### src/rtl/lab_alu_pkg.sv
// Shared types, button indices and combinational arithmetic helpers for lab_alu_seq.
// Helpers operate on MAXW-bit zero-extended operands; callers truncate to the live width.
package lab_alu_pkg;

  localparam int unsigned MAXW    = 64;
  localparam int unsigned NUM_BTN = 5;

  localparam int unsigned BTN_C = 0;
  localparam int unsigned BTN_U = 1;
  localparam int unsigned BTN_D = 2;
  localparam int unsigned BTN_L = 3;
  localparam int unsigned BTN_R = 4;

  typedef enum logic [2:0] {
    OP_NONE,
    OP_MULT,
    OP_LO,
    OP_NO,
    OP_ADD,
    OP_SUB
  } op_e;

  typedef enum logic {
    IDLE,
    MULT
  } state_e;

  function automatic logic [MAXW-1:0] count_ones(input logic [MAXW-1:0] v);
    logic [MAXW-1:0] n;
    n = '0;
    for (int unsigned i = 0; i < MAXW; i++) begin
      n = n + MAXW'(v[i]);
    end
    return n;
  endfunction

  // Counts the unbroken run of ones starting at bit w-1 (from_msb) or bit 0.
  function automatic logic [MAXW-1:0] lead_ones(input logic [MAXW-1:0] v,
                                                input int unsigned     w,
                                                input logic            from_msb);
    logic [MAXW-1:0] n;
    logic            run;
    int unsigned     pos;
    n   = '0;
    run = 1'b1;
    for (int unsigned i = 0; i < MAXW; i++) begin
      if (i < w) begin
        pos = from_msb ? (w - 1 - i) : i;
        run = run & v[pos];
        n   = n + MAXW'(run);
      end
    end
    return n;
  endfunction

  function automatic logic [MAXW-1:0] add_ext(input logic [MAXW-1:0] a,
                                              input logic [MAXW-1:0] b);
    return a + b;
  endfunction

  // Full-width difference of zero-extended operands is already sign-extended.
  function automatic logic [MAXW-1:0] sub_ext(input logic [MAXW-1:0] a,
                                              input logic [MAXW-1:0] b);
    return a - b;
  endfunction

endpackage

### src/rtl/btn_debounce.sv
// One push-button path: 2-flop synchronizer, stable-count debouncer and
// single-cycle pulse on each debounced rising edge.
module btn_debounce #(
  parameter int unsigned DEBOUNCE_CYCLES = 1_000_000
) (
  input  logic clk_i,
  input  logic rst_ni,
  input  logic btn_i,
  output logic press_o
);

  localparam int unsigned CNTW = $clog2(DEBOUNCE_CYCLES + 1);

  logic [1:0]      sync_q;
  logic            level_q, level_d;
  logic [CNTW-1:0] cnt_q, cnt_d;
  logic            press_q, press_d;

  always_comb begin
    cnt_d   = cnt_q;
    level_d = level_q;
    press_d = 1'b0;
    if (sync_q[1] == level_q) begin
      cnt_d = '0;
    end else if (cnt_q == CNTW'(DEBOUNCE_CYCLES - 1)) begin
      cnt_d   = '0;
      level_d = ~level_q;
      press_d = ~level_q;
    end else begin
      cnt_d = cnt_q + CNTW'(1);
    end
  end

  always_ff @(posedge clk_i or negedge rst_ni) begin
    if (!rst_ni) begin
      sync_q  <= '0;
      level_q <= 1'b0;
      cnt_q   <= '0;
      press_q <= 1'b0;
    end else begin
      sync_q  <= {sync_q[0], btn_i};
      level_q <= level_d;
      cnt_q   <= cnt_d;
      press_q <= press_d;
    end
  end

  assign press_o = press_q;

endmodule

### src/rtl/lab_alu_seq.sv
// Button-driven sequential ALU: debounced presses select add/sub/count ops
// (one cycle) or a shift-add multiply (H cycles); result held on led.
module lab_alu_seq
  import lab_alu_pkg::*;
#(
  parameter int unsigned BITS            = 16,
  parameter int unsigned DEBOUNCE_CYCLES = 1_000_000,
  parameter string       LO_FROM         = "MSB"
) (
  input  logic            CLK100MHZ,
  input  logic            CPU_RESETN,
  input  logic [BITS-1:0] sw,
  input  logic            BTNC,
  input  logic            BTNU,
  input  logic            BTND,
  input  logic            BTNL,
  input  logic            BTNR,
  output logic [BITS-1:0] led,
  output logic            busy
);

  localparam int unsigned H      = BITS / 2;
  localparam int unsigned HP1    = H + 1;
  localparam int unsigned CW     = $clog2(BITS) + 1;
  localparam int unsigned IW     = $clog2(H);
  localparam logic        LO_MSB = (LO_FROM == "MSB");

  logic [NUM_BTN-1:0] btn_raw, press;

  assign btn_raw = {BTNR, BTNL, BTND, BTNU, BTNC};

  for (genvar g = 0; g < NUM_BTN; g++) begin : g_btn
    btn_debounce #(.DEBOUNCE_CYCLES(DEBOUNCE_CYCLES)) u_db (
      .clk_i  (CLK100MHZ),
      .rst_ni (CPU_RESETN),
      .btn_i  (btn_raw[g]),
      .press_o(press[g])
    );
  end

  logic [MAXW-1:0] sw_ext, a_ext, b_ext;
  logic [BITS-1:0] res_lo, res_no, res_add, res_sub;
  op_e             op;

  assign sw_ext  = MAXW'(sw);
  assign a_ext   = MAXW'(sw[BITS-1:H]);
  assign b_ext   = MAXW'(sw[H-1:0]);
  assign res_lo  = BITS'(CW'(lead_ones(sw_ext, BITS, LO_MSB)));
  assign res_no  = BITS'(CW'(count_ones(sw_ext)));
  assign res_add = BITS'(HP1'(add_ext(a_ext, b_ext)));
  assign res_sub = BITS'(sub_ext(a_ext, b_ext));

  always_comb begin
    op = OP_NONE;
    if      (press[BTN_C]) op = OP_MULT;
    else if (press[BTN_U]) op = OP_LO;
    else if (press[BTN_D]) op = OP_NO;
    else if (press[BTN_L]) op = OP_ADD;
    else if (press[BTN_R]) op = OP_SUB;
  end

  state_e          state_q, state_d;
  logic [BITS-1:0] led_q, led_d;
  logic [BITS-1:0] mcand_q, mcand_d;
  logic [BITS-1:0] acc_q, acc_d;
  logic [H-1:0]    mplier_q, mplier_d;
  logic [IW-1:0]   iter_q, iter_d;

  always_comb begin
    state_d  = state_q;
    led_d    = led_q;
    mcand_d  = mcand_q;
    acc_d    = acc_q;
    mplier_d = mplier_q;
    iter_d   = iter_q;
    case (state_q)
      IDLE: begin
        case (op)
          OP_MULT: begin
            mcand_d  = BITS'(sw[BITS-1:H]);
            mplier_d = sw[H-1:0];
            acc_d    = '0;
            iter_d   = '0;
            state_d  = MULT;
          end
          OP_LO:   led_d = res_lo;
          OP_NO:   led_d = res_no;
          OP_ADD:  led_d = res_add;
          OP_SUB:  led_d = res_sub;
          default: ;
        endcase
      end
      MULT: begin
        // Final iteration's sum goes straight to led on the edge busy drops.
        acc_d    = acc_q + (mplier_q[0] ? mcand_q : '0);
        mcand_d  = mcand_q << 1;
        mplier_d = mplier_q >> 1;
        iter_d   = iter_q + IW'(1);
        if (iter_q == IW'(H - 1)) begin
          led_d   = acc_d;
          state_d = IDLE;
        end
      end
      default: state_d = IDLE;
    endcase
  end

  always_ff @(posedge CLK100MHZ or negedge CPU_RESETN) begin
    if (!CPU_RESETN) begin
      state_q  <= IDLE;
      led_q    <= '0;
      mcand_q  <= '0;
      acc_q    <= '0;
      mplier_q <= '0;
      iter_q   <= '0;
    end else begin
      state_q  <= state_d;
      led_q    <= led_d;
      mcand_q  <= mcand_d;
      acc_q    <= acc_d;
      mplier_q <= mplier_d;
      iter_q   <= iter_d;
    end
  end

  assign led  = led_q;
  assign busy = (state_q == MULT);

endmodule

### config.mk
export PLATFORM = sky130hd
export DESIGN_NAME = lab_alu_seq
export DESIGN_NICKNAME = d
export VERILOG_FILES = /design/src/rtl/lab_alu_pkg.sv /design/src/rtl/btn_debounce.sv /design/src/rtl/lab_alu_seq.sv
export SDC_FILE = /design/constraint.sdc
export NUM_CORES = 1
export LEC_CHECK = 0
export ABC_AREA = 1
export ABC_CLOCK_PERIOD_IN_PS = 2500
export CAP_MARGIN = 20
export CORE_ASPECT_RATIO = 0.6
export CORE_MARGIN = 8
export CORE_UTILIZATION = 45
export CTS_BUF_LIST = sky130_fd_sc_hd__clkbuf_2
export DETAILED_ROUTE_END_ITERATION = 8
export DONT_BUFFER_PORTS = 1
export HOLD_SLACK_MARGIN = 0.02
export PLACE_DENSITY_LB_ADDON = 0.3
export SETUP_SLACK_MARGIN = 0.05
export SYNTH_ARGS = -nofsm -noshare
export SYNTH_HDL_FRONTEND = slang
export SYNTH_HIERARCHICAL = 1
export SYNTH_SLANG_ARGS = --single-unit
### constraint.sdc
create_clock -name CLK100MHZ -period 2.5 [get_ports CLK100MHZ]
set_input_delay 0.75 -clock CLK100MHZ [delete_from_list [all_inputs] [get_ports CLK100MHZ]]
set_output_delay 0.75 -clock CLK100MHZ [all_outputs]
set_load 0.03 [all_outputs]
---- Word-level counts from Yosys, hierarchy flattened ----
Index checks and enable logic that the tools add are counted.
cells by class
  mux-type cells .......................... 40
  bitwise operators ....................... 26
  eq/ne operators ......................... 19
  reduce and logical (&&, ||, !) cells .... 6
  add/subtract/negate cells ............... 39
operators with widths
  operator               count
  $mux 20                10
  $add 5x1->5            22
  $add 20x1->20 const B  5
  $eq 20x20->1 const B   5
  $pmux 16 s2            3
  $mux 16                4
  $pmux 16 s4            1
  $mux 3                 6
  $add 16x16->16         1
  $pmux 8 s2             1
  $and 1x1->1            15
  $mux 1                 12
  $reduce_and 2->1       6
  $not 1->1              11
  $add 4x1->5            2
  $add 8x8->9            1
  $eq 3x3->1 const B     3
  $sub 8x8->9            1
  $add 3x1->4            2
  $mux 8                 1
  $add 2x1->3            2
  $eq 3x2->1 const B     2
  $pmux 3 s2             1
  $eq 1x1->1             5
  other kinds (6)        8
storage, ports and cells
  output and inout bits ................... 17
  register bits ........................... 180
  input bits .............................. 23

---- Longest topological paths before layout ----
  depth in word-level cells ............... 18
  depth in mapped cells ................... 22

---- Modules after synthesis ----
Netlist, hierarchy kept.
by module, submodules not included
  module        area an instance (um^2)  seq. area each (um^2)  times used  cells each
  btn_debounce  1,395.1                  600.6                  5           167
  lab_alu_seq   4,976.0                  1,501.4                1           666

---- Least setup slack after synthesis ----
OpenSTA, ideal clock, no wires.
  path kind ............................... input to register
  from .................................... in sw[12]
  to ...................................... reg led_q[4] (netlist: led[4])
  required time ........................... 2.423 ns
  arrival ................................. 4.630 ns
  buffers on the path ..................... 0
  library setup time ...................... 0.077 ns
  slack ................................... -2.207 ns
  stages .................................. 20
  path through ............................ nand4_2 nor2_4 nand4_4 nor2_4 nand4_4 nor2_4 nand4_1 fa_1 fa_1 inv_1 fa_1 fa_1 ha_1 inv_1 fa_1 nor2_1 o211ai_1 o21ai_0 nor2_1 a21oi_1
between the ends
  longest elaborated chain between the ends .. 16
  elaborated cells on any way between the ends .. 34
  those cells by class .................... add/sub (19); mux (2); bitwise (13)
RTL lines
  what                                                              RTL line                              text
  start: declaration                                                lab_alu_seq.sv:12                     input logic [BITS-1:0] sw,
  $and 1x1->1                                                       lab_alu_pkg.sv:49                     run = run & v[pos];
  $add 3x1->4 / $and 1x1->1 (equally long branches)                 lab_alu_pkg.sv:50, lab_alu_pkg.sv:49
  $add 4x1->5 / $and 1x1->1 (equally long branches)                 lab_alu_pkg.sv:50, lab_alu_pkg.sv:49
  $add 5x1->5 / $and 1x1->1 (equally long branches) (10 in series)  lab_alu_pkg.sv:50, lab_alu_pkg.sv:49
  $add 5x1->5                                                       lab_alu_pkg.sv:50                     n = n + MAXW'(run);
  $pmux 16 s4 *                                                     lab_alu_seq.sv:78                     case (op)
  $pmux 16 s2 *                                                     lab_alu_seq.sv:76                     case (state_q)
  end signal: assignment                                            lab_alu_seq.sv:118                    led_q <= led_d;
  end: declaration                                                  lab_alu_seq.sv:63                     logic [BITS-1:0] led_q, led_d;
Every way passes the cells marked *; elsewhere a longest branch is shown, timed or not.
A chain may end at the register's enable or synchronous reset.

---- Worst setup path after layout ----
Ends and elaborated chain as after synthesis.

==> impl_metrics.env <==
export IMPL_peakVddDrop_mv=0.336
export IMPL_ant_nets=0
export IMPL_grt_max_degree=181
export IMPL_cts_hold_buf=10
export IMPL_final_util_pct=49.6
export IMPL_max_clock_freq_mhz=255
export IMPL_holdWs_ns=-0.448
export IMPL_rows=46
export IMPL_dr_first_iter_drc_count=1013
export IMPL_slew_violations=0
export IMPL_critPathRequiredTime_ns=3.26
export IMPL_core_um2=26200
export IMPL_post_route_drc_count=0
export IMPL_combinationalPowerShare_pct=12.8
export IMPL_worstPathMaxFanout=5
export IMPL_clk_pin_slew_ns=0.29
export IMPL_area_growth_pct=8.88
export IMPL_syn_area_um2=12000
export IMPL_grt_antenna_before_repair=1
export IMPL_drt_wl_total_um=29700
export IMPL_seq_area_um2=4510
export IMPL_synth_fp_nets=1595
export IMPL_fin_crit_ns=3.92
export IMPL_vias_per_cell=5.08
export IMPL_placedInstanceArea_um2=12600
export IMPL_drtPass1Iterations=8
export IMPL_nets=1648
export IMPL_seqPwrFrac_pct=59.2
export IMPL_setup_viol=5
export IMPL_cts_root_buf="clkbuf_2"
export IMPL_maxCapViolations=0
export IMPL_sw_frac_of_total_pct=30.2
export IMPL_violations="negative hold slack, negative setup slack"
export IMPL_p_leak_nw=6.58
export IMPL_hp_class="input port to asynchronous set/reset pin"
export IMPL_synth_edf_count=0
export IMPL_status="finished, violations left"
export IMPL_clkSinkCount=180
export IMPL_seq_area_frac_synth_pct=37.7
export IMPL_rsz0062_at_grt="true"
export IMPL_async_flop_share_pct=100
export IMPL_grt_pass1_vias=9085
export IMPL_io_buffers=0
export IMPL_hpwl_um=23300
export IMPL_worstPathArrival_ns=4.68
export IMPL_ys_flop_type="dfrtp_1"
export IMPL_multiInputGateArea_um2=6690
export IMPL_die_x_um=226
export IMPL_initial_core_util_pct=45.5
export IMPL_cts_tree="done"
export IMPL_drive_above_1_share_pct=16.1
export IMPL_clock_latency_ns=0.82
export IMPL_crit_type="input port to register"
export IMPL_p_sw_w=0.00152
export IMPL_synth_area_per_cell_um2=7.96
export IMPL_fillers=2592
export IMPL_period_share_pct=157
export IMPL_cell_internal_pwr_w=0.00350
export IMPL_pin_count=40
export IMPL_route_detailed_wl_per_inst_um=15.4
export IMPL_yosysWarnings=6
export IMPL_worstMarginPinSlew_ns=0.707
export IMPL_power_density_nw_per_um2=386
export IMPL_worst_slack_ns=-1.42
export IMPL_fin_worst_skew_ns=0.0353
export IMPL_clk_path_buf_depth=2
export IMPL_ys_ff_latch=180
export IMPL_h_tree_depth=4
export IMPL_pre_cts_ws_ns=-2.24
export IMPL_clock_power_share_pct=27.9
export IMPL_cp_end_kind="register"
export IMPL_vias=9793
export IMPL_synthCells=1501
export IMPL_hold_viol=180
export IMPL_final_area_um2=13000
export IMPL_synth_distinct_cells=45
export IMPL_startpoint_type="input port"
export IMPL_slew_headroom_pct=52.8
export IMPL_place_gp_congestion=0.942
export IMPL_grt_first_pass_wirelength_um=49200
export IMPL_grt_overflow_total=0
export IMPL_die_area_um2=32200
export IMPL_grt_usage_pct=19.2
export IMPL_cts_buffers=17
export IMPL_die_h_um=142
export IMPL_p_total_w=0.00502
repair_timing:
item / CTS / global route
endpoints found under the hold margin: 190 / 180
resized for setup: 4 / 10
setup buffers: 3 / 1
setup endpoints to repair: 6 / 13
pin swaps: 8 / 8
per-stage QoR:
step           TNS, ns  hold WS, ns  instances
2_1_floorplan    -9.82        0.331       1501
3_3_place_gp    -10.01        0.337       1881
3_5_place_dp    -10.71        0.338       1881
4_1_cts          -5.64       -0.557       1926
5_1_grt          -7.10       -0.544       1928
6_report         -6.26       -0.448       1928
critical path, cell delays in order:
cell	delay, ns
nand4_4	0.11
nor2_4	0.13
nand4_4	0.10
nor2_4	0.12
nand4_4	0.10
nor2_4	0.13
nand4_1	0.12
fa_1	0.54
fa_1	0.42
inv_1	0.08
fa_2	0.44
fa_2	0.57
ha_4	0.13
inv_2	0.03
fa_2	0.34
nor2_2	0.13
o211ai_1	0.10
o21ai_1	0.15
nor2_1	0.06
a21oi_1	0.14
registers in the layout, indices dropped and copies added (netlist names), 3 cells and up:
register / cells
led: 16
g_btn.u_db/level_q: 5
g_btn.u_db/sync_q: 10
mcand_q: 16
mplier_q: 8
g_btn.u_db/press_o: 5
g_btn.u_db/cnt_q: 100
iter_q: 3
acc_q: 16
final cells by class:
cell class	instances	area share, %
Clock inverter	15	0.913
Clock buffer	17	0.654
Tap cell	360	3.46
Inverter	197	5.68
Multi-Input combinational cell	1106	51.4
Antenna cell	1	0.0192
Sequential cell	180	34.6
Timing Repair Buffer	52	3.22
logic make-up after synthesis:
| family | Yosys count | share of synthesized area (%) |
|---|---|---|
| and+or+nand+nor | 827 | 34.8 |
| buffers and inverters | 215 | 6.86 |
| DFF | 180 | 37.7 |
| AOI/OAI and AO/OA | 154 | 7.53 |
| adders and majority gates | 71 | 8.81 |
| xor gates and xnor gates | 54 | 4.27 |
metal layers:
metal  vias up  wire, µm  global-route usage, %
met5         -         0                      0
met4         0       304                   4.98
met3        16      2140                   4.49
met2       252     11200                   24.4
met1      4620     16100                   31.1
li1       4905         -                      -
Yosys cell counts, types with 12 or more instances:
cell type,count,area [µm²]
xnor2_1,15,131
inv_2,16,60.1
fa_1,22,440
a21oi_1,62,310
o22ai_1,20,125
nor3_1,12,60.1
xor2_1,34,298
o21ai_0,31,155
nand2_2,27,169
ha_1,49,613
dfrtp_1,180,4500
inv_1,181,679
nand3_1,105,526
nand2_4,15,169
nand2_1,297,1110
nor2_4,30,338
nand3_2,16,160
nor2_1,243,912
nor2_2,26,163
nand4_1,25,156
cells in the final DEF, fill, tap and decap left out, types with 18 or more instances in the layout:
cell / n
a21oi_1: 59
nand4_1: 25
nand2_2: 29
nand3_1: 104
o22ai_1: 20
nor2_1: 242
o21ai_0: 28
ha_1: 48
inv_2: 19
inv_1: 178
nor2_4: 30
buf_4: 41
xor2_1: 34
fa_1: 18
dfrtp_1: 178
nor2_2: 27
nand2_1: 295
worst paths after layout:
kind	startpoint	to	slack, ns	cells past startpoint
setup / recovery	sw[12]	led[4]	-1.42	20
hold / removal	CPU_RESETN	g_btn[2].u_db/cnt_q[0]	-0.45	0
setup reg to reg	mplier_q[0]	led[8]	0.15	15
hold reg to reg	g_btn[0].u_db/sync_q[0]	g_btn[0].u_db/sync_q[1]	0.35	0
max in group asynchronous	CPU_RESETN	g_btn[1].u_db/cnt_q[16]	2.55	0
min in group CLK100MHZ	sw[12]	mcand_q[4]	0.12	2
power groups by stage:
stage	logic (W)	registers, W	clock network, W
final	0.000644	0.00297	0.00140
after global routing	0.000718	0.00298	0.00160
after CTS	0.000632	0.00297	0.00148
after detailed placement	0.000616	0.00302	0
after global placement	0.000604	0.00302	0
after floorplan	0.000425	0.00301	0
No activity file was read; power rests on OpenSTA's default activity.
